### src/rtl/ctrl_cmd_host_if.sv
// Signal bundle between the command host and its request source / UART byte pair.
// The master modport is the host block itself; slave is the surrounding environment.
interface ctrl_cmd_host_if;
   logic       cmd_start;
   logic [7:0] cmd_code;
   logic [7:0] cmd_param;
   logic [7:0] tx_in;
   logic       tx_write;
   logic       tx_over;
   logic [7:0] rx_out;
   logic       rx_over;
   logic       busy;
   logic       done;
   logic       ack_ok;
   logic       timeout;
   logic [7:0] status_byte;
   logic [7:0] level_byte;

   modport master (
      input  cmd_start, cmd_code, cmd_param, tx_over, rx_out, rx_over,
      output tx_in, tx_write, busy, done, ack_ok, timeout, status_byte, level_byte
   );

   modport slave (
      output cmd_start, cmd_code, cmd_param, tx_over, rx_out, rx_over,
      input  tx_in, tx_write, busy, done, ack_ok, timeout, status_byte, level_byte
   );
endinterface

### src/rtl/ctrl_cmd_host.sv
// Host-side command initiator: sends a command byte (plus optional parameter byte)
// over uart_tx, then gathers the receiver's response bytes from uart_rx.
module ctrl_cmd_host #(
   parameter int unsigned CMD_GAP      = 8,
   parameter logic [23:0] RESP_TIMEOUT = 24'd2000000
) (
   input logic             clk,
   input logic             rst_n,
   ctrl_cmd_host_if.master bus
);

   typedef enum logic [2:0] {
      IDLE, SEND_CMD, WAIT_CMD, GAP, SEND_PARAM, WAIT_PARAM, WAIT_RESP, FINISH
   } state_t;

   state_t      state, state_next;
   logic [7:0]  code, param, tx_byte, ack_byte, status_q, level_q;
   logic        tx_over_q, rx_over_q, tx_pos, rx_pos;
   logic [1:0]  resp_need, resp_cnt;
   logic        need_param, idle_like, accept, capture, take_byte, expire, timed_out;
   logic        gap_end;
   logic [15:0] gap_cnt;
   logic [23:0] wait_cnt;

   assign tx_pos    = ~tx_over_q & bus.tx_over;
   assign rx_pos    = ~rx_over_q & bus.rx_over;
   assign idle_like = (state == IDLE) || (state == FINISH);
   assign accept    = bus.cmd_start && idle_like;
   assign gap_end   = (32'(gap_cnt) + 32'd1) >= CMD_GAP;

   always_comb begin
      resp_need  = 2'd0;
      need_param = 1'b0;
      case (code)
         8'd2, 8'd3: resp_need = 2'd1;
         8'd4:       resp_need = 2'd3;
         8'd5:       need_param = 1'b1;
         8'd6: begin
            resp_need  = 2'd1;
            need_param = 1'b1;
         end
         default:    resp_need = 2'd0;
      endcase
   end

   // Capture opens once the last byte of the command has been strobed out.
   assign capture   = (state == WAIT_RESP) || (state == WAIT_PARAM) ||
                      ((state == WAIT_CMD) && !need_param);
   assign take_byte = capture && rx_pos && (resp_cnt < resp_need);
   assign expire    = (state == WAIT_RESP) && !take_byte && (resp_cnt < resp_need) &&
                      (wait_cnt >= RESP_TIMEOUT - 24'd1);

   always_ff @(posedge clk or negedge rst_n) begin
      if (!rst_n) state <= IDLE;
      else        state <= state_next;
   end

   always_comb begin
      state_next = state;
      case (state)
         IDLE:       if (accept) state_next = SEND_CMD;
         SEND_CMD:   state_next = WAIT_CMD;
         WAIT_CMD: begin
            if (tx_pos) begin
               if (need_param)          state_next = GAP;
               else if (resp_need != 0) state_next = WAIT_RESP;
               else                     state_next = FINISH;
            end
         end
         GAP:        if (gap_end) state_next = SEND_PARAM;
         SEND_PARAM: state_next = WAIT_PARAM;
         WAIT_PARAM: begin
            if (tx_pos) state_next = (resp_need != 0) ? WAIT_RESP : FINISH;
         end
         WAIT_RESP:  if ((resp_cnt == resp_need) || expire) state_next = FINISH;
         FINISH:     state_next = accept ? SEND_CMD : IDLE;
         default:    state_next = IDLE;
      endcase
   end

   always_ff @(posedge clk or negedge rst_n) begin
      if (!rst_n) begin
         tx_over_q <= 1'b0;
         rx_over_q <= 1'b0;
         code      <= 8'd0;
         param     <= 8'd0;
         tx_byte   <= 8'd0;
         ack_byte  <= 8'd0;
         status_q  <= 8'd0;
         level_q   <= 8'd127;
         resp_cnt  <= 2'd0;
         gap_cnt   <= 16'd0;
         wait_cnt  <= 24'd0;
         timed_out <= 1'b0;
      end else begin
         tx_over_q <= bus.tx_over;
         rx_over_q <= bus.rx_over;
         if (accept) begin
            code      <= bus.cmd_code;
            param     <= bus.cmd_param;
            tx_byte   <= bus.cmd_code;
            ack_byte  <= 8'd0;
            resp_cnt  <= 2'd0;
            wait_cnt  <= 24'd0;
            timed_out <= 1'b0;
         end
         gap_cnt <= (state == GAP) ? gap_cnt + 16'd1 : 16'd0;
         if ((state == GAP) && gap_end) tx_byte <= param;
         if (take_byte) begin
            resp_cnt <= resp_cnt + 2'd1;
            wait_cnt <= 24'd0;
            if ((code == 8'd4) && (resp_cnt == 2'd0)) status_q <= bus.rx_out;
            if ((code == 8'd4) && (resp_cnt == 2'd1)) level_q  <= bus.rx_out;
            if (resp_cnt == resp_need - 2'd1)         ack_byte <= bus.rx_out;
         end else if ((state == WAIT_RESP) && (wait_cnt != 24'hFF_FFFF)) begin
            wait_cnt <= wait_cnt + 24'd1;
         end
         if (expire) timed_out <= 1'b1;
      end
   end

   // Result flags are only meaningful in the single FINISH cycle that is the done pulse.
   assign bus.tx_in       = tx_byte;
   assign bus.tx_write    = (state == SEND_CMD) || (state == SEND_PARAM);
   assign bus.busy        = !idle_like;
   assign bus.done        = (state == FINISH);
   assign bus.ack_ok      = (state == FINISH) &&
                            ((resp_need == 2'd0) || (!timed_out && (ack_byte == 8'd1)));
   assign bus.timeout     = (state == FINISH) && timed_out;
   assign bus.status_byte = status_q;
   assign bus.level_byte  = level_q;

endmodule

### src/flat_wrapper.sv
// flat-port wrapper written by rule: the top's interface ports become plain ports
module ctrl_cmd_host_flat 
#(
   parameter int unsigned CMD_GAP      = 8,
   parameter logic [23:0] RESP_TIMEOUT = 24'd2000000
)
  (clk, rst_n, bus_cmd_start, bus_cmd_code, bus_cmd_param, bus_tx_over, bus_rx_out, bus_rx_over, bus_tx_in, bus_tx_write, bus_busy, bus_done, bus_ack_ok, bus_timeout, bus_status_byte, bus_level_byte);
  ctrl_cmd_host_if bus_i ();
  input logic clk;
  input logic rst_n;
  input wire logic [$bits(bus_i.cmd_start)-1:0] bus_cmd_start;
  input wire logic [$bits(bus_i.cmd_code)-1:0] bus_cmd_code;
  input wire logic [$bits(bus_i.cmd_param)-1:0] bus_cmd_param;
  input wire logic [$bits(bus_i.tx_over)-1:0] bus_tx_over;
  input wire logic [$bits(bus_i.rx_out)-1:0] bus_rx_out;
  input wire logic [$bits(bus_i.rx_over)-1:0] bus_rx_over;
  output wire logic [$bits(bus_i.tx_in)-1:0] bus_tx_in;
  output wire logic [$bits(bus_i.tx_write)-1:0] bus_tx_write;
  output wire logic [$bits(bus_i.busy)-1:0] bus_busy;
  output wire logic [$bits(bus_i.done)-1:0] bus_done;
  output wire logic [$bits(bus_i.ack_ok)-1:0] bus_ack_ok;
  output wire logic [$bits(bus_i.timeout)-1:0] bus_timeout;
  output wire logic [$bits(bus_i.status_byte)-1:0] bus_status_byte;
  output wire logic [$bits(bus_i.level_byte)-1:0] bus_level_byte;
  assign bus_i.cmd_start = bus_cmd_start;
  assign bus_i.cmd_code = bus_cmd_code;
  assign bus_i.cmd_param = bus_cmd_param;
  assign bus_i.tx_over = bus_tx_over;
  assign bus_i.rx_out = bus_rx_out;
  assign bus_i.rx_over = bus_rx_over;
  assign bus_tx_in = bus_i.tx_in;
  assign bus_tx_write = bus_i.tx_write;
  assign bus_busy = bus_i.busy;
  assign bus_done = bus_i.done;
  assign bus_ack_ok = bus_i.ack_ok;
  assign bus_timeout = bus_i.timeout;
  assign bus_status_byte = bus_i.status_byte;
  assign bus_level_byte = bus_i.level_byte;
  ctrl_cmd_host #(.CMD_GAP(CMD_GAP), .RESP_TIMEOUT(RESP_TIMEOUT)) u_core (.clk(clk), .rst_n(rst_n), .bus(bus_i));
endmodule
### config.mk
export PLATFORM = sky130hd
export DESIGN_NAME = ctrl_cmd_host_flat
export DESIGN_NICKNAME = d
export VERILOG_FILES = /design/src/rtl/ctrl_cmd_host_if.sv /design/src/rtl/ctrl_cmd_host.sv /design/src/flat_wrapper.sv
export SDC_FILE = /design/constraint.sdc
export NUM_CORES = 1
export LEC_CHECK = 0
export CORE_ASPECT_RATIO = 0.6
export CORE_MARGIN = 4
export CORE_UTILIZATION = 30
export DETAILED_ROUTE_END_ITERATION = 7
export GPL_TIMING_DRIVEN = 0
export SKIP_LAST_GASP = 1
export SLEW_MARGIN = 10
export SYNTH_ARGS = -nofsm -noshare
export SYNTH_HDL_FRONTEND = slang
export SYNTH_SLANG_ARGS = --single-unit
### constraint.sdc
create_clock -name clk -period 6.8 [get_ports clk]
set_clock_uncertainty 0.15 [all_clocks]
set_input_delay 1.02 -clock clk [delete_from_list [all_inputs] [get_ports clk]]
set_output_delay 1.02 -clock clk [all_outputs]
set_load 0.005 [all_outputs]
## Word level (Yosys, flattened, before mapping)

Cells that the tools add are included.

- Logic and storage cells: 108
- Output and inout port bits: 29
- Bits in registers: 96
- Input port bits: 29

- Bitwise operators: 4
- Reductions and logical operators: 37
- Add/subtract/negate cells: 5
- $lt $le $gt $ge: 3
- Equality and inequality tests: 22
- Muxes and demuxes: 24

Operator list:

| kind | count |
|---|---|
| two-way mux 24 bit | 3 |
| two-way mux 8 bit | 5 |
| >= comparator 32 x 4 -> 1 bit, second input constant | 1 |
| adder 24 x 1 -> 24 bit, second input constant | 1 |
| equality test 8 x 3 -> 1 bit, second input constant | 3 |
| >= comparator 24 x 21 -> 1 bit, second input constant | 1 |
| != test 24 bit, second input constant | 1 |
| one-hot mux 3 bit (8 select lines) | 1 |
| two-way mux 3 bit | 6 |
| adder 16 x 1 -> 17 bit, second input constant | 1 |
| adder 16 x 1 -> 16 bit, second input constant | 1 |
| equality test 8 x 2 -> 1 bit, second input constant | 2 |
| two-way mux 16 bit | 1 |
| logical AND 1 bit | 14 |
| equality test 3 bit, second input constant | 4 |
| equality test 8 x 1 -> 1 bit, second input constant | 1 |
| != test 2 x 1 -> 1 bit, second input constant | 4 |
| nonzero test 2 bit | 4 |
| equality test 3 x 2 -> 1 bit, second input constant | 2 |
| logical OR 1 bit | 6 |
| two-way mux 1 bit | 5 |
| AND reduction 5 bit | 1 |
| equality test 2 bit | 2 |
| logical NOT 1 bit | 4 |
| 16 further kinds | 21 |

## Longest topological paths before layout

- Depth in word-level cells: 15
- Mapped depth: 13
- Gate-level depth less buffers: 12

## Worst setup path before layout

No wires, ideal clock.

- Path kind: flip-flop to flip-flop
- Start: register u_core.code[3]
- End: register u_core.level_q[7], in the netlist u_core.bus.level_byte[7]
- Path buffers: 1
- Required time: 6.525 ns
- Clock period less this slack: 3.238 ns
- Cell stages (with the launch flop): 12
- Setup slack: 3.562 ns
- Setup time: 0.125 ns
- Arrival: 2.963 ns
- Cells stage by stage: dfrtp_1 > or4_1 > nor2_1 > nand2_1 > nor3_1 > inv_1 > ha_1 > a21oi_1 > o211a_1 > buf_1 > nand3_1 > mux2_2

- Cells in the longest elaborated chain, start to end: 9
- Elaborated cells between the ends (all ways): 17
- Classes of those cells: order compare: 1; eq/ne: 5; mux: 2; reduce/logical: 9

RTL lines:

| item | RTL line | RTL |
|---|---|---|
| start: declaration | ctrl_cmd_host.sv:17 | `logic [7:0] code, param, tx_byte, ack_byte, status_q, level_q;` |
| start signal: assignment | ctrl_cmd_host.sv:99 | `code <= bus.cmd_code;` |
| branches (longest 8 deep; another with < comparator 2 bit) | n/a |  |
| AND reduction 2 bit (no source line) * | n/a |  |
| end signal: assignment | ctrl_cmd_host.sv:113 | `if ((code == 8'd4) && (resp_cnt == 2'd1)) level_q <= bus.rx_out;` |
| end: declaration | ctrl_cmd_host.sv:17 |  |

Every way passes the cells marked *.
A chain may end at the register's enable or synchronous reset.

## Worst setup path in the final report

Ends and elaborated chain as after synthesis.

==> results.json <==
{
  "outcome": "finished, final reports clean",
  "ys_ff_latch": 96,
  "ir_drop_v": 0.0001433,
  "hold_buffers": 0,
  "cts_num_sinks": 96,
  "grtUsageTotal_pct": 14.20,
  "intPower_mw": 1.218,
  "tightestPinTransition_ns": 0.9498,
  "synth_ff_type": "dfrtp_1",
  "hold_class": "flop to flop",
  "gr-usage-met3_pct": 3.704,
  "antenna_cells": 0,
  "p_switching_mw": 0.6399,
  "fin_nets": 624,
  "critPathLaunchType": "flop",
  "arrival_ns": 4.09,
  "dp_hpwl_mm": 9.431,
  "cap_violations": 0,
  "avgSynthCellArea_um2": 9.629,
  "io_buffers": 57,
  "drive_above_1_share_pct": 10.10,
  "leakagePower_nw": 2.723,
  "hold_violations": 0,
  "rsz0062_at_grt": "no",
  "cts_root_buf": "clkbuf_16",
  "ys_seq_area_share_pct": 48.15,
  "io_pins": 58,
  "path_clk_slew_ns": 0.07,
  "grt_max_degree": 53,
  "async_flop_share_pct": 100.0,
  "antenna_found_initial": 0,
  "start_util_pct": 30.71,
  "first_pass_iters": 7,
  "syn-instance-count": 520,
  "use_met2_pct": 19.60,
  "drtIter0Drc": 371,
  "synth_fp_nets": 555,
  "vias": 4098,
  "pre_cts_ws_ns": 2.775,
  "clock_path_buffers": 2,
  "setup_tns_ns": 0,
  "setup_viol": 0,
  "clk_latency_ns": 0.34,
  "dieArea_mm2": 0.01889,
  "switching_share_pct": 34.45,
  "critical_path_class": "flop to flop",
  "min_period_ns": 4.022,
  "worstSetupEndpointType": "flop",
  "ys_types": 61,
  "grt_pass1_vias": 4091,
  "ys.warnings.count": 0,
  "cts_setup_buffers": 0,
  "crit_path_max_fanout": 10,
  "place_congestion": 0.8335,
  "gr-max-usage-layer": "met1",
  "cts_buffers": 9,
  "ctsResizeCount": 0,
  "fmax_mhz": 248.6,
  "cts_tree": "built",
  "p_clk_share_pct": 27.4,
  "timing.final.ws_setup_ns": 2.778,
  "fp.dieW_um": 174.8,
  "power_frac_comb_pct": 33.1,
  "syn_to_final_growth_pct": 23.46,
  "drcViolationCount": 0,
  "post_drt_wl_per_cell_um": 15.67,
  "viasPerCell": 4.985,
  "htreeDepth": 3,
  "grt_pass1_wl_mm": 21.62,
  "synth_edf_count": 0,
  "rows": 36,
  "core_mm2": 0.01631,
  "worstPathRequired_ns": 6.87,
  "sequentialPowerShare_pct": 39.5,
  "fin_crit_sh_pct": 59.15,
  "synth_area_mm2": 0.005007,
  "overflow": 0,
  "max-slew-margin-rel_pct": 36.30,
  "fin_util_pct": 37.91,
  "powerDensity_mw_per_mm2": 300.5,
  "ant_nets": 0,
  "routed_wl_mm": 12.88,
  "die_h_um": 108.1,
  "grt_util_met1_pct": 21.99,
  "drv_slew": 0
}
[power by group through the flow]
stage               sequential [mW]  clock, mW  combinational [mW]
global route                  0.747      0.546               0.694
global placement              0.740          0               0.598
floorplan                     0.728          0               0.379
CTS                           0.733      0.524               0.615
detailed placement            0.743          0               0.612
finish                        0.734      0.509               0.614
[worst paths after layout]
path                              startpoint                  endpoint  slack [ns]  cells after the start
min in group asynchronous              rst_n           u_core.param[3]        0.54                      1
max in group asynchronous              rst_n  u_core.bus.level_byte[5]        5.22                      2
hold / removal             u_core.gap_cnt[0]         u_core.gap_cnt[0]        0.33                      1
setup / recovery              u_core.code[3]  u_core.bus.level_byte[7]        2.78                     11
hold reg to reg            u_core.gap_cnt[0]         u_core.gap_cnt[0]        0.33                      1
setup reg to reg              u_core.code[3]  u_core.bus.level_byte[7]        2.78                     11
[Yosys cell counts (all sizes together) (13+ instances only)]
| library cell | number | share of area, % |
|---|---|---|
| dfrtp | 89 | 44 |
| nand2 | 66 | 4.9 |
| and3 | 16 | 2.2 |
| mux2i | 13 | 2.6 |
| a21oi | 14 | 1.4 |
| nor2 | 35 | 2.7 |
| nor3 | 17 | 1.9 |
| inv | 36 | 2.7 |
| o21ai | 33 | 3.3 |
| nand3 | 28 | 2.8 |
| mux2 | 18 | 4.0 |
[cell families (layout without fill, tap and decap cells)]
kind of cell	Yosys count	count (layout)	share of synthesized area, %
AO/OA/AOI/OAI	99	99	14.07
AND/OR/NAND/NOR	210	210	21.26
flip-flops	96	96	48.15
adder cells (fa/ha/maj)	6	6	1.499
buffers and inverters	58	132	4.873
XOR/XNOR	20	20	3.498
multiplexers	31	31	6.646
[routing by layer]
metal / wire length [um] / part of all wire, %
met1: 7016 / 54
met4: 77 / 0.60
met3: 638 / 5.0
met5: 0 / 0
met2: 5146 / 40
[cell type report]
class	instances	area (um2)
fill	1642	10120
sequential	96	2411
multi-input combinational	366	2352
timing repair buffer	58	595.6
tap	228	285.3
clock buffer	13	250.2
inverter	36	135.1
buffer	22	108.9
clock inverter	3	43.79
[flip-flops by register name, indices dropped and copies added (netlist names)]
| register | count |
|---|---|
| u_core.bus.level_byte | 8 |
| u_core.code | 8 |
| u_core.bus.tx_in | 8 |
| u_core.timed_out | 1 |
| u_core.resp_cnt | 2 |
| u_core.param | 8 |
| u_core.bus.status_byte | 8 |
| u_core.gap_cnt | 16 |
| u_core.wait_cnt | 24 |
| u_core.ack_byte | 8 |
| u_core.rx_over_q | 1 |
| u_core.tx_over_q | 1 |
| u_core.state | 3 |
[layout by cell type (no fill, tap or decap), types with 3 or more instances in the layout]
cell / synthesis / final
dfrtp_1: 89 / 89
nand2_1: 66 / 66
clkdlybuf4s50_1: 0 / 56
inv_1: 36 / 36
nor2_1: 33 / 33
nand3_1: 28 / 28
o21ai_0: 20 / 20
mux2_2: 17 / 17
nor3_1: 16 / 16
and3_1: 14 / 14
a21oi_1: 14 / 14
clkbuf_1: 10 / 13
o21ai_1: 13 / 13
mux2i_1: 13 / 13
xnor2_1: 12 / 12
nand2b_1: 10 / 10
a311oi_1: 9 / 9
clkbuf_16: 0 / 9
xor2_1: 8 / 8
or3_1: 8 / 8
a311o_1: 8 / 8
dfstp_2: 7 / 7
buf_2: 6 / 6
nand4_1: 6 / 6
o31ai_1: 6 / 6
ha_1: 6 / 6
and2_1: 5 / 5
o211ai_1: 5 / 5
a22o_1: 5 / 5
a31oi_1: 4 / 4
or4_1: 3 / 3
buf_1: 3 / 3
and4_1: 3 / 3
nand3b_1: 3 / 3
[metrics by stage]
stage	hold slack, ns	instances	area [um2]	total power, mW
final	0.3330	822	6182	1.858
after global routing	0.3745	822	6182	1.988
after CTS	0.3373	822	6182	1.872
after detailed placement	0.3264	806	5888	1.354
after global placement	0.3165	805	5863	1.338
after floorplan	0.2902	520	5007	1.107
[critical path, cell delays in order (launching register included)]
cell	delay, ns
dfrtp_1	0.40
or4_1	0.56
nor2_1	0.14
nand2_1	0.07
nor3_1	0.28
inv_1	0.08
ha_1	0.30
a21oi_1	0.24
o211a_1	0.28
buf_1	0.40
nand3_1	0.54
mux2_2	0.45
(Power assumes the default switching activity.)
